<file path="src/rtl/synth_pkg.sv">
// Shared widths, FSM state encoding and per-voice record for the voice allocator.
package synth_pkg;

  localparam int unsigned NOTE_W   = 4;
  localparam int unsigned OCT_W    = 3;
  localparam int unsigned AGE_W    = 4;
  localparam int unsigned NOTE_MAX = 11;

  typedef enum logic [1:0] {
    StIdle,
    StScan,
    StCommit,
    StDone
  } alloc_state_e;

  typedef struct packed {
    logic [NOTE_W-1:0] note;
    logic [OCT_W-1:0]  octave;
    logic              gate;
    logic [AGE_W-1:0]  age;
  } voice_t;

  function automatic logic [AGE_W-1:0] age_sat_inc(input logic [AGE_W-1:0] age);
    return (&age) ? age : age + AGE_W'(1);
  endfunction

endpackage

</file>
<file path="src/rtl/voice_allocator_if.sv">
// Key event handshake between the PS/2 key decoder (master) and the voice allocator (slave).
interface voice_allocator_if;

  logic                         key_valid;
  logic                         key_ready;
  logic                         key_make;
  logic [synth_pkg::NOTE_W-1:0] key_note;
  logic [synth_pkg::OCT_W-1:0]  key_octave;

  modport master (
    output key_valid,
    output key_make,
    output key_note,
    output key_octave,
    input  key_ready
  );

  modport slave (
    input  key_valid,
    input  key_make,
    input  key_note,
    input  key_octave,
    output key_ready
  );

endinterface

</file>
<file path="src/rtl/voice_slot.sv">
// One voice register: note/octave/gate/age with clear, load, retrigger, release and aging.
module voice_slot
  import synth_pkg::*;
(
  input  logic              clk_i,
  input  logic              rst_i,
  input  logic              clear_i,
  input  logic              load_i,
  input  logic              retrig_i,
  input  logic              release_i,
  input  logic              age_inc_i,
  input  logic [NOTE_W-1:0] note_i,
  input  logic [OCT_W-1:0]  octave_i,
  output voice_t            voice_o
);

  voice_t voice_q, voice_d;

  // Note/octave survive clear and release so the ADSR release tail keeps its pitch.
  always_comb begin
    voice_d = voice_q;
    if (clear_i) begin
      voice_d.gate = 1'b0;
      voice_d.age  = '0;
    end else if (load_i) begin
      voice_d.note   = note_i;
      voice_d.octave = octave_i;
      voice_d.gate   = 1'b1;
      voice_d.age    = '0;
    end else if (retrig_i) begin
      voice_d.age = '0;
    end else if (release_i) begin
      voice_d.gate = 1'b0;
    end else if (age_inc_i && voice_q.gate) begin
      voice_d.age = age_sat_inc(voice_q.age);
    end
  end

  always_ff @(posedge clk_i or posedge rst_i) begin
    if (rst_i) begin
      voice_q <= '0;
    end else begin
      voice_q <= voice_d;
    end
  end

  assign voice_o = voice_q;

endmodule

</file>
<file path="src/rtl/voice_allocator.sv">
// Polyphonic voice scheduler: scans all voices per key event, then retriggers, allocates,
// steals the oldest voice, or releases the matching voice.
module voice_allocator
  import synth_pkg::*;
#(
  parameter int unsigned NUM_VOICES = 4
) (
  input  logic                         CLOCK_50,
  input  logic                         reset,
  voice_allocator_if.slave             key_if,
  input  logic                         all_off,
  output logic [NUM_VOICES*NOTE_W-1:0] voice_note,
  output logic [NUM_VOICES*OCT_W-1:0]  voice_octave,
  output logic [NUM_VOICES-1:0]        voice_gate,
  output logic [NUM_VOICES-1:0]        voice_trigger,
  output logic                         voice_stolen
);

  localparam int unsigned IDX_W = $clog2(NUM_VOICES);
  localparam logic [IDX_W-1:0] LastIdx = IDX_W'(NUM_VOICES - 1);

  alloc_state_e      state_q;
  logic [IDX_W-1:0]  idx_q;
  logic              ev_make_q;
  logic [NOTE_W-1:0] ev_note_q;
  logic [OCT_W-1:0]  ev_oct_q;
  logic              match_found_q, free_found_q, old_found_q;
  logic [IDX_W-1:0]  match_idx_q, free_idx_q, old_idx_q;
  logic [AGE_W-1:0]  old_age_q;
  logic              ready_q;
  logic [NUM_VOICES-1:0] trig_q;
  logic              stolen_q;

  voice_t voices [NUM_VOICES];
  voice_t cur;
  logic   cur_match;
  logic   accept;

  logic [NUM_VOICES-1:0] load, retrig, rel, age_inc, trig_d;
  logic                  stolen_d;

  assign accept    = key_if.key_valid && ready_q && !all_off;
  assign cur       = voices[idx_q];
  assign cur_match = cur.gate && (cur.note == ev_note_q) && (cur.octave == ev_oct_q);

  // all_off suppresses the commit so a panic never issues triggers.
  always_comb begin
    load     = '0;
    retrig   = '0;
    rel      = '0;
    age_inc  = '0;
    stolen_d = 1'b0;
    if (state_q == StCommit && !all_off && ev_note_q <= NOTE_W'(NOTE_MAX)) begin
      if (ev_make_q) begin
        if (match_found_q) begin
          retrig[match_idx_q] = 1'b1;
        end else if (free_found_q) begin
          load[free_idx_q] = 1'b1;
        end else begin
          load[old_idx_q] = 1'b1;
          stolen_d        = 1'b1;
        end
        age_inc = ~(load | retrig);
      end else if (match_found_q) begin
        rel[match_idx_q] = 1'b1;
      end
    end
    trig_d = load | retrig;
  end

  always_ff @(posedge CLOCK_50 or posedge reset) begin
    if (reset) begin
      state_q       <= StIdle;
      idx_q         <= '0;
      ev_make_q     <= 1'b0;
      ev_note_q     <= '0;
      ev_oct_q      <= '0;
      match_found_q <= 1'b0;
      match_idx_q   <= '0;
      free_found_q  <= 1'b0;
      free_idx_q    <= '0;
      old_found_q   <= 1'b0;
      old_idx_q     <= '0;
      old_age_q     <= '0;
      ready_q       <= 1'b1;
      trig_q        <= '0;
      stolen_q      <= 1'b0;
    end else begin
      trig_q   <= trig_d;
      stolen_q <= stolen_d;
      // Ready reasserts one cycle after re-entering idle.
      ready_q  <= (state_q == StIdle) && !accept;
      unique case (state_q)
        StIdle: begin
          if (accept) begin
            ev_make_q     <= key_if.key_make;
            ev_note_q     <= key_if.key_note;
            ev_oct_q      <= key_if.key_octave;
            match_found_q <= 1'b0;
            free_found_q  <= 1'b0;
            old_found_q   <= 1'b0;
            old_age_q     <= '0;
            idx_q         <= '0;
            state_q       <= StScan;
          end
        end
        StScan: begin
          if (cur_match && !match_found_q) begin
            match_found_q <= 1'b1;
            match_idx_q   <= idx_q;
          end
          if (!cur.gate && !free_found_q) begin
            free_found_q <= 1'b1;
            free_idx_q   <= idx_q;
          end
          // Strict compare keeps the lowest index on an age tie.
          if (cur.gate && (!old_found_q || cur.age > old_age_q)) begin
            old_found_q <= 1'b1;
            old_idx_q   <= idx_q;
            old_age_q   <= cur.age;
          end
          if (idx_q == LastIdx) begin
            state_q <= StCommit;
          end else begin
            idx_q <= idx_q + IDX_W'(1);
          end
        end
        StCommit: state_q <= StDone;
        StDone:   state_q <= StIdle;
        default:  state_q <= StIdle;
      endcase
      if (all_off) begin
        state_q <= StIdle;
      end
    end
  end

  for (genvar i = 0; i < NUM_VOICES; i++) begin : g_slot
    voice_slot u_slot (
      .clk_i     (CLOCK_50),
      .rst_i     (reset),
      .clear_i   (all_off),
      .load_i    (load[i]),
      .retrig_i  (retrig[i]),
      .release_i (rel[i]),
      .age_inc_i (age_inc[i]),
      .note_i    (ev_note_q),
      .octave_i  (ev_oct_q),
      .voice_o   (voices[i])
    );
    assign voice_note[i*NOTE_W +: NOTE_W] = voices[i].note;
    assign voice_octave[i*OCT_W +: OCT_W] = voices[i].octave;
    assign voice_gate[i]                  = voices[i].gate;
  end

  assign key_if.key_ready = ready_q;
  assign voice_trigger    = trig_q;
  assign voice_stolen     = stolen_q;

endmodule

</file>
<file path="src/flat_wrapper.sv">
// flat-port wrapper written by rule: the top's interface ports become plain ports
module voice_allocator_flat import synth_pkg::*;
#(
  parameter int unsigned NUM_VOICES = 4
)
  (CLOCK_50, reset, all_off, voice_note, voice_octave, voice_gate, voice_trigger, voice_stolen, key_if_key_valid, key_if_key_make, key_if_key_note, key_if_key_octave, key_if_key_ready);
  voice_allocator_if key_if_i ();
  input  logic CLOCK_50;
  input  logic reset;
  input  logic all_off;
  output logic [NUM_VOICES*NOTE_W-1:0] voice_note;
  output logic [NUM_VOICES*OCT_W-1:0] voice_octave;
  output logic [NUM_VOICES-1:0] voice_gate;
  output logic [NUM_VOICES-1:0] voice_trigger;
  output logic voice_stolen;
  input wire logic [$bits(key_if_i.key_valid)-1:0] key_if_key_valid;
  input wire logic [$bits(key_if_i.key_make)-1:0] key_if_key_make;
  input wire logic [$bits(key_if_i.key_note)-1:0] key_if_key_note;
  input wire logic [$bits(key_if_i.key_octave)-1:0] key_if_key_octave;
  output wire logic [$bits(key_if_i.key_ready)-1:0] key_if_key_ready;
  assign key_if_i.key_valid = key_if_key_valid;
  assign key_if_i.key_make = key_if_key_make;
  assign key_if_i.key_note = key_if_key_note;
  assign key_if_i.key_octave = key_if_key_octave;
  assign key_if_key_ready = key_if_i.key_ready;
  voice_allocator #(.NUM_VOICES(NUM_VOICES)) u_core (.CLOCK_50(CLOCK_50), .reset(reset), .key_if(key_if_i), .all_off(all_off), .voice_note(voice_note), .voice_octave(voice_octave), .voice_gate(voice_gate), .voice_trigger(voice_trigger), .voice_stolen(voice_stolen));
endmodule
</file>
<file path="config.mk">
export PLATFORM = sky130hd
export DESIGN_NAME = voice_allocator_flat
export DESIGN_NICKNAME = d
export VERILOG_FILES = /design/src/rtl/synth_pkg.sv /design/src/rtl/voice_allocator_if.sv /design/src/rtl/voice_slot.sv /design/src/rtl/voice_allocator.sv /design/src/flat_wrapper.sv
export SDC_FILE = /design/constraint.sdc
export NUM_CORES = 1
export LEC_CHECK = 0
export ABC_AREA = 1
export BUFFER_PORTS_ARGS = -buffer_cell sky130_fd_sc_hd__buf_2
export CAP_MARGIN = 20
export CORE_MARGIN = 2
export CORE_UTILIZATION = 55
export CTS_BUF_LIST = sky130_fd_sc_hd__clkbuf_2
export DETAILED_ROUTE_END_ITERATION = 16
export GPL_TIMING_DRIVEN = 0
export HOLD_SLACK_MARGIN = 0.12
export MAX_ROUTING_LAYER = met4
export PLACE_DENSITY = 0.87
export REMOVE_ABC_BUFFERS = 1
export SKIP_LAST_GASP = 1
export SLEW_MARGIN = 15
export SYNTH_ARGS = -nofsm -noshare
export SYNTH_HDL_FRONTEND = slang
export SYNTH_SLANG_ARGS = --single-unit
</file>
<file path="constraint.sdc">
create_clock -name CLOCK_50 -period 2.9 [get_ports CLOCK_50]
set_input_delay 0.725 -clock CLOCK_50 [delete_from_list [all_inputs] [get_ports CLOCK_50]]
set_output_delay 0.725 -clock CLOCK_50 [all_outputs]
set_load 0.1 [all_outputs]
</file>
==> flow_summary.yaml, run 1 <==
critical_path:
  r2r_end: "u_core.old_age_q[0]"
  path_max_fanout: 16
  worstPathBufferInverterCount: 1
  crit_top_cell: "nand2_1"
  crit_type: "flip-flop to flip-flop"
  critical-path-top-delay-family: "flip-flops"
  worst_r2r_path_depth: 12
  critPathRequiredTime_ps: 3400
  worstPathArrival_ps: 3120
  critPathSlowestCell: "dfrtp_2"
  reg2reg_slack_ps: 280
  crit_chain: "clkinvlp_4 -> o21ai_0 -> o22ai_1 -> ha_1 -> nand2_1 -> o21ai_0 -> nand2_1 -> nand2_1 -> nand2_1 -> nor2_2 -> nand2_1 -> o21ai_0"
  endpoint_kind: "flip-flop"
  startpoint_type: "flip-flop"
  crit_path_max_incr_delay_ps: 680
  reg2reg_from: "u_core.idx_q[1]"
floorplan:
  ios: 50
  start_util_pct: 55.98
  die_y_um: 94.99
  die-area_um2: 9022
  fp.dieW_um: 94.99
  rows: 33
  coreArea_um2: 8134
placed_design:
  gp_congestion: 0.9274
  port-buffer-count: 49
  place_inst: 684
  postPlaceCellArea_um2: 4599
  hpwl_um: 7135
timing:
  finalHoldViolations: 0
  setup_viol_count_final: 0
  drv_slew: 0
  tightest_slew_ps: 653.8
  fin_crit_sh_pct: 90.42
  min_period_ps: 2622
  rsz0062_at_grt: "false"
  fmax_mhz: 381.3
  clock_skew_ps: 30.24
  hold_slack_ps: 147.6
  max_slew_margin_pct: 56.31
global_route:
  grt_usage_pct: 25.28
  grt_overflow: 0
  antenna_found_initial: 0
  grt_first_pass_wirelength_um: 17070
  grt_pass1_vias: 3650
  grt_max_degree: 45
synth:
  yosys.area.top_type_share_pct: 42.87
  syn_area_per_cell_um2: 7.905
  yosysUniqueCellTypes: 35
  syn_area_um2: 4553
  ys_seq_area_share_pct: 43.45
  yosys.area.top_type: "dfrtp_1"
  ys_top_cells_by_area: "dfrtp_1, nand2_1, nand3_1, o21ai_0, buf_4"
  synth_seq_cells: 79
  synthCells: 576
  ys_warn_count: 0
final_layout:
  fin_nets: 619
  area_growth_pct: 5.743
  drive_gt1_share_pct: 18.00
  fin_area_um2: 4815
  diodes: 0
  mostFrequentLayoutCell: "nand2_1"
  layout_common_cells: "nand2_1, dfrtp_1, nand3_1"
  fin_cells: 705
detailed_routing:
  vias: 3884
  antenna_left: 0
  firstDrtPassIters: 5
  drc_errors: 0
  avgRoutedWirePerCell_um: 14.68
  routed_wl_um: 10350
  drt_iter0_markers: 408
  viasPerCell: 5.509
clock_network:
  cts_root_buf: "clkbuf_2"
  clock_path_buffers: 2
  ctsHoldBuffers: 0
  cts_tree: "built"
  clkLatencyLatePin_ps: 550
  clkTransAtPathRegs_ps: 240
  numCtsBuffers: 9
  clock_sinks: 79
  cts_htree_levels: 3
pwr:
  total_power_mw: 4.398
  ir_drop_uv: 752.5
  p_leak_nw: 2.442
  seqPwrFrac_pct: 34.8
  p_switching_mw: 2.279
  p_per_area_nw_per_um2: 913.4
  p_comb_share_pct: 47.3
  clkPwrFrac_pct: 17.9
  switching_share_pct: 51.82
  p_int_mw: 2.119
worst_hold_path:
  holdCritPathClass: "input port to asynchronous set/reset pin"
run:
  maxCapViolCount: 0
status:
  status: "complete, no violations"
[timing repair]
action | in CTS | in global routing
endpoints found under the setup margin | 7 | 7
pin swaps | 0 | 0
cloned | 0 | 0
setup buffers | 0 | 5
gates resized for setup | 2 | 2
[final cells by class]
| cell class | instances | area (um2) |
|---|---|---|
| Clock buffer | 9 | 45.04 |
| Clock inverter | 7 | 120.1 |
| Fill cell | 673 | 3319 |
| Inverter | 58 | 234.0 |
| Multi-Input combinational cell | 392 | 1994 |
| Sequential cell | 79 | 1983 |
| Tap cell | 105 | 131.4 |
| Timing Repair Buffer | 55 | 306.5 |
[cell families after synthesis]
logic type	after synthesis	share of synthesized area, %
and+or+nand+nor	283	28.69
buffers and inverters	105	12.75
AOI/OAI and AO/OA	95	11.38
DFF	79	43.45
adders and majority gates	12	3.298
xor gates and xnor gates	1	0.1924
muxes	1	0.2473
[stage by stage]
step / setup WS [ps] / TNS, ps / util, %
final: 277.7 / 0 / 59.19
after global routing: 35.75 / 0 / 59.19
after global placement: -698.9 / -54690 / 56.27
after floorplan: 153.3 / 0 / -
after detailed placement: -136.6 / -470.2 / 56.55
after CTS: 184.7 / 0 / 58.61
[power groups by stage]
| stage | Combinational [mW] | Clock (mW) | Sequential [mW] |
|---|---|---|---|
| after detailed placement | 2.02 | 0 | 1.55 |
| final | 2.08 | 0.788 | 1.53 |
| after global placement | 1.97 | 0 | 1.54 |
| after global routing | 2.25 | 0.830 | 1.56 |
| after CTS | 2.03 | 0.787 | 1.53 |
| after floorplan | 0.797 | 0 | 2.36 |
[worst reg2reg max path, delay by kind of cell, from the launching register on]
family	cells	cell delay [ps]
simple gates	6	660
compound gates	4	570
flops	1	680
fa+ha+maj	1	330
buf+inv	1	330
[registers in the layout, indices dropped and copies added (netlist names), 3 cells and up]
| signal | flops |
|---|---|
| u_core.voice_trigger | 4 |
| u_core.ev_oct_q | 3 |
| u_core.old_age_q | 4 |
| u_core.g_slot.u_slot.voice_o | 48 |
| u_core.ev_note_q | 4 |
[synth_stat cells, drive strengths merged]
library cell / n
dfrtp: 78
o21ai: 71
buf: 46
nand2: 162
clkbuf: 1
nand3b: 1
inv: 58
a21boi: 1
dfstp: 1
xor2: 1
o311ai: 1
o22ai: 3
o211ai: 2
ha: 12
a31oi: 1
nand4: 2
mux2: 1
a21oi: 16
nor3: 11
nor2: 44
nand3: 63
[worst max-delay path by stage]
stage | endpoint | slack, ps | cells past startpoint | startpoint
finish | u_core.old_age_q[0] | 280 | 12 | u_core.idx_q[1]
global route | u_core.old_age_q[0] | 40 | 12 | u_core.idx_q[1]
CTS | u_core.old_age_q[0] | 180 | 12 | u_core.idx_q[0]
detailed placement | u_core.old_age_q[0] | -140 | 12 | u_core.idx_q[0]
global placement | u_core.g_slot[1].u_slot.voice_o[3] | -700 | 2 | reset
floorplan | u_core.ev_make_q | 150 | 1 | reset
[per-layer routing]
metal | vias to the layer above | wire length [um] | track usage, % | share of wire [%]
met5 | - | 0 | - | 0
met4 | 0 | 236 | 8.213 | 2.3
met3 | 30 | 691 | 5.427 | 6.7
met2 | 153 | 4910 | 39.66 | 47
met1 | 1823 | 4509 | 32.90 | 44
li1 | 1878 | - | - | -
No activity file was read; power rests on OpenSTA's default activity.
==> inputs of run 2 (changes only) <==
Settings changed: CORE_ASPECT_RATIO set to 1.25.
==> run 2 against run 1 <==
Against the previous run:
- worst setup slack better by 24 ps
- design area is 0.83% lower
- clock skew is 14 ps lower
- register-to-register slack better by 20 ps
- via count is 0.49% higher
- power is 0.74% lower
- critical path depth stayed put
- wire length is 2.0% higher
- non-clock buffer count is 3 lower
- utilization is 0.59 points lower
- largest cell class unchanged
==> flow_summary.yaml, run 2 (synthesis results as in run 1) <==
final_layout:
  diodes: 0
  layout_common_cells: "nand2_1, dfrtp_1, nand3_1"
  area_growth_pct: 4.864
  drive_gt1_share_pct: 17.42
  mostFrequentLayoutCell: "nand2_1"
  multi_input_area_um2: 1994
  fin_area_um2: 4775
  num-fill-cells: 694
  seq_area_um2: 1983
  fin_nets: 616
  largest_reg_flops: 48
timing:
  fmax_mhz: 384.8
  min_period_ps: 2599
  clock_skew_ps: 16.02
  drv_slew: 0
  rsz0062_at_grt: "false"
  setup_viol_count_final: 0
  fin_crit_sh_pct: 89.61
  tightest_slew_ps: 649.1
  max_slew_margin_pct: 56.62
  finalHoldViolations: 0
floorplan:
  rows: 37
  fp.dieW_um: 85.38
  start_util_pct: 55.88
  die_y_um: 105.7
  ios: 50
  coreArea_um2: 8148
  die-area_um2: 9027
pwr:
  total_power_mw: 4.365
  ir_drop_uv: 960.1
  p_leak_nw: 2.432
  p_per_area_nw_per_um2: 914.3
critical_path:
  path_max_fanout: 29
  critPathSlowestCell: "dfrtp_4"
  crit_cells: 12
  worst_r2r_path_depth: 12
  startpoint_type: "flip-flop"
  endpoint_kind: "flip-flop"
  crit_type: "flip-flop to flip-flop"
  crit_chain: "inv_4 -> o21ai_0 -> o22ai_1 -> ha_1 -> nand2_1 -> o21ai_0 -> nand2_1 -> nand2_1 -> nand2_1 -> nor2_2 -> nand2_1 -> o21ai_0"
  crit_top_cell: "nand2_1"
  worstPathBufferInverterCount: 1
  worstPathArrival_ps: 3080
  critical-path-top-delay-family: "compound AO/OA/AOI/OAI gates"
  critPathRequiredTime_ps: 3380
  crit_path_max_incr_delay_ps: 680
status:
  status: "complete, no violations"
detailed_routing:
  firstDrtPassIters: 5
  vias: 3903
  drt_iter0_markers: 259
  drc_errors: 0
  antenna_left: 0
  routed_wl_um: 10560
  avgRoutedWirePerCell_um: 15.21
  viasPerCell: 5.624
clock_network:
  clkLatencyLatePin_ps: 540
  numCtsBuffers: 9
  clkTransAtPathRegs_ps: 200
  cts_htree_levels: 3
  clock_path_buffers: 2
  cts_tree: "built"
  clock_sinks: 79
  cts_root_buf: "clkbuf_2"
  ctsHoldBuffers: 0
worst_hold_path:
  holdCritPathClass: "input port to asynchronous set/reset pin"
global_route:
  grt_pass1_vias: 3777
  grt_overflow: 0
  grt_max_degree: 52
  grt_first_pass_wirelength_um: 17710
  grt_usage_pct: 25.72
  antenna_found_initial: 0
placed_design:
  hpwl_um: 7414
  postPlaceCellArea_um2: 4597
  gp_congestion: 0.8917
  port-buffer-count: 49
run:
  maxCapViolCount: 0
==> run 2: repair_timing <==
item / in CTS / in global routing
gates resized for setup: 2 / 2
endpoints found under the setup margin: 7 / 6
buffers inserted: 0 / 2
==> run 2: cell type report <==
type | count | share of cell area, %
flip-flops and latches | 79 | 41.54
well taps | 97 | 2.542
multi-input cells | 392 | 41.77
clock inverters | 4 | 1.965
inverters | 58 | 4.900
clock buffers | 12 | 1.258
repair buffers | 52 | 6.027
==> run 2: metrics by stage <==
step / setup slack (ps) / hold slack (ps) / utilization [%] / setup TNS [ps] / cells
floorplan: 153.3 / 441.9 / - / 0 / 529
global placement: -691.5 / 456.5 / 56.05 / -53960 / 675
detailed placement: -160.3 / 469.3 / 56.42 / -654.7 / 676
CTS: 174.3 / 148.3 / 58.34 / 0 / 692
global route: 80.35 / 132.1 / 58.60 / 0 / 694
finish: 301.4 / 139.1 / 58.60 / 0 / 694
==> run 2: final timing paths <==
check	from	to	slack [ps]
max	u_core.idx_q[0]	u_core.old_age_q[0]	300
min	reset	u_core.idx_q[0]	140
max reg2reg	u_core.idx_q[0]	u_core.old_age_q[0]	300
min reg2reg	u_core.old_age_q[3]	u_core.old_age_q[3]	510
max in group asynchronous	reset	u_core.key_if.key_ready	2160
min in group CLOCK_50	key_if_key_note[2]	u_core.ev_note_q[2]	430
==> run 2: metal layers <==
metal | vias to the layer above | global-route usage (%) | wire, um | part of all wire [%]
met5 | - | - | 0 | 0
met4 | 0 | 11.11 | 293 | 2.8
met3 | 27 | 4.620 | 619 | 5.9
met2 | 142 | 43.02 | 5449 | 52
met1 | 1860 | 30.30 | 4194 | 40
li1 | 1874 | - | - | -
==> run 2: report_power, final <==
group	total (mW)	internal [mW]	switching, mW	leakage, nW
sequential	1.56	1.31	0.243	1.06
combinational	2.06	0.419	1.64	1.27
clock	0.750	0.380	0.370	0.0938
total	4.37	2.11	2.25	2.43
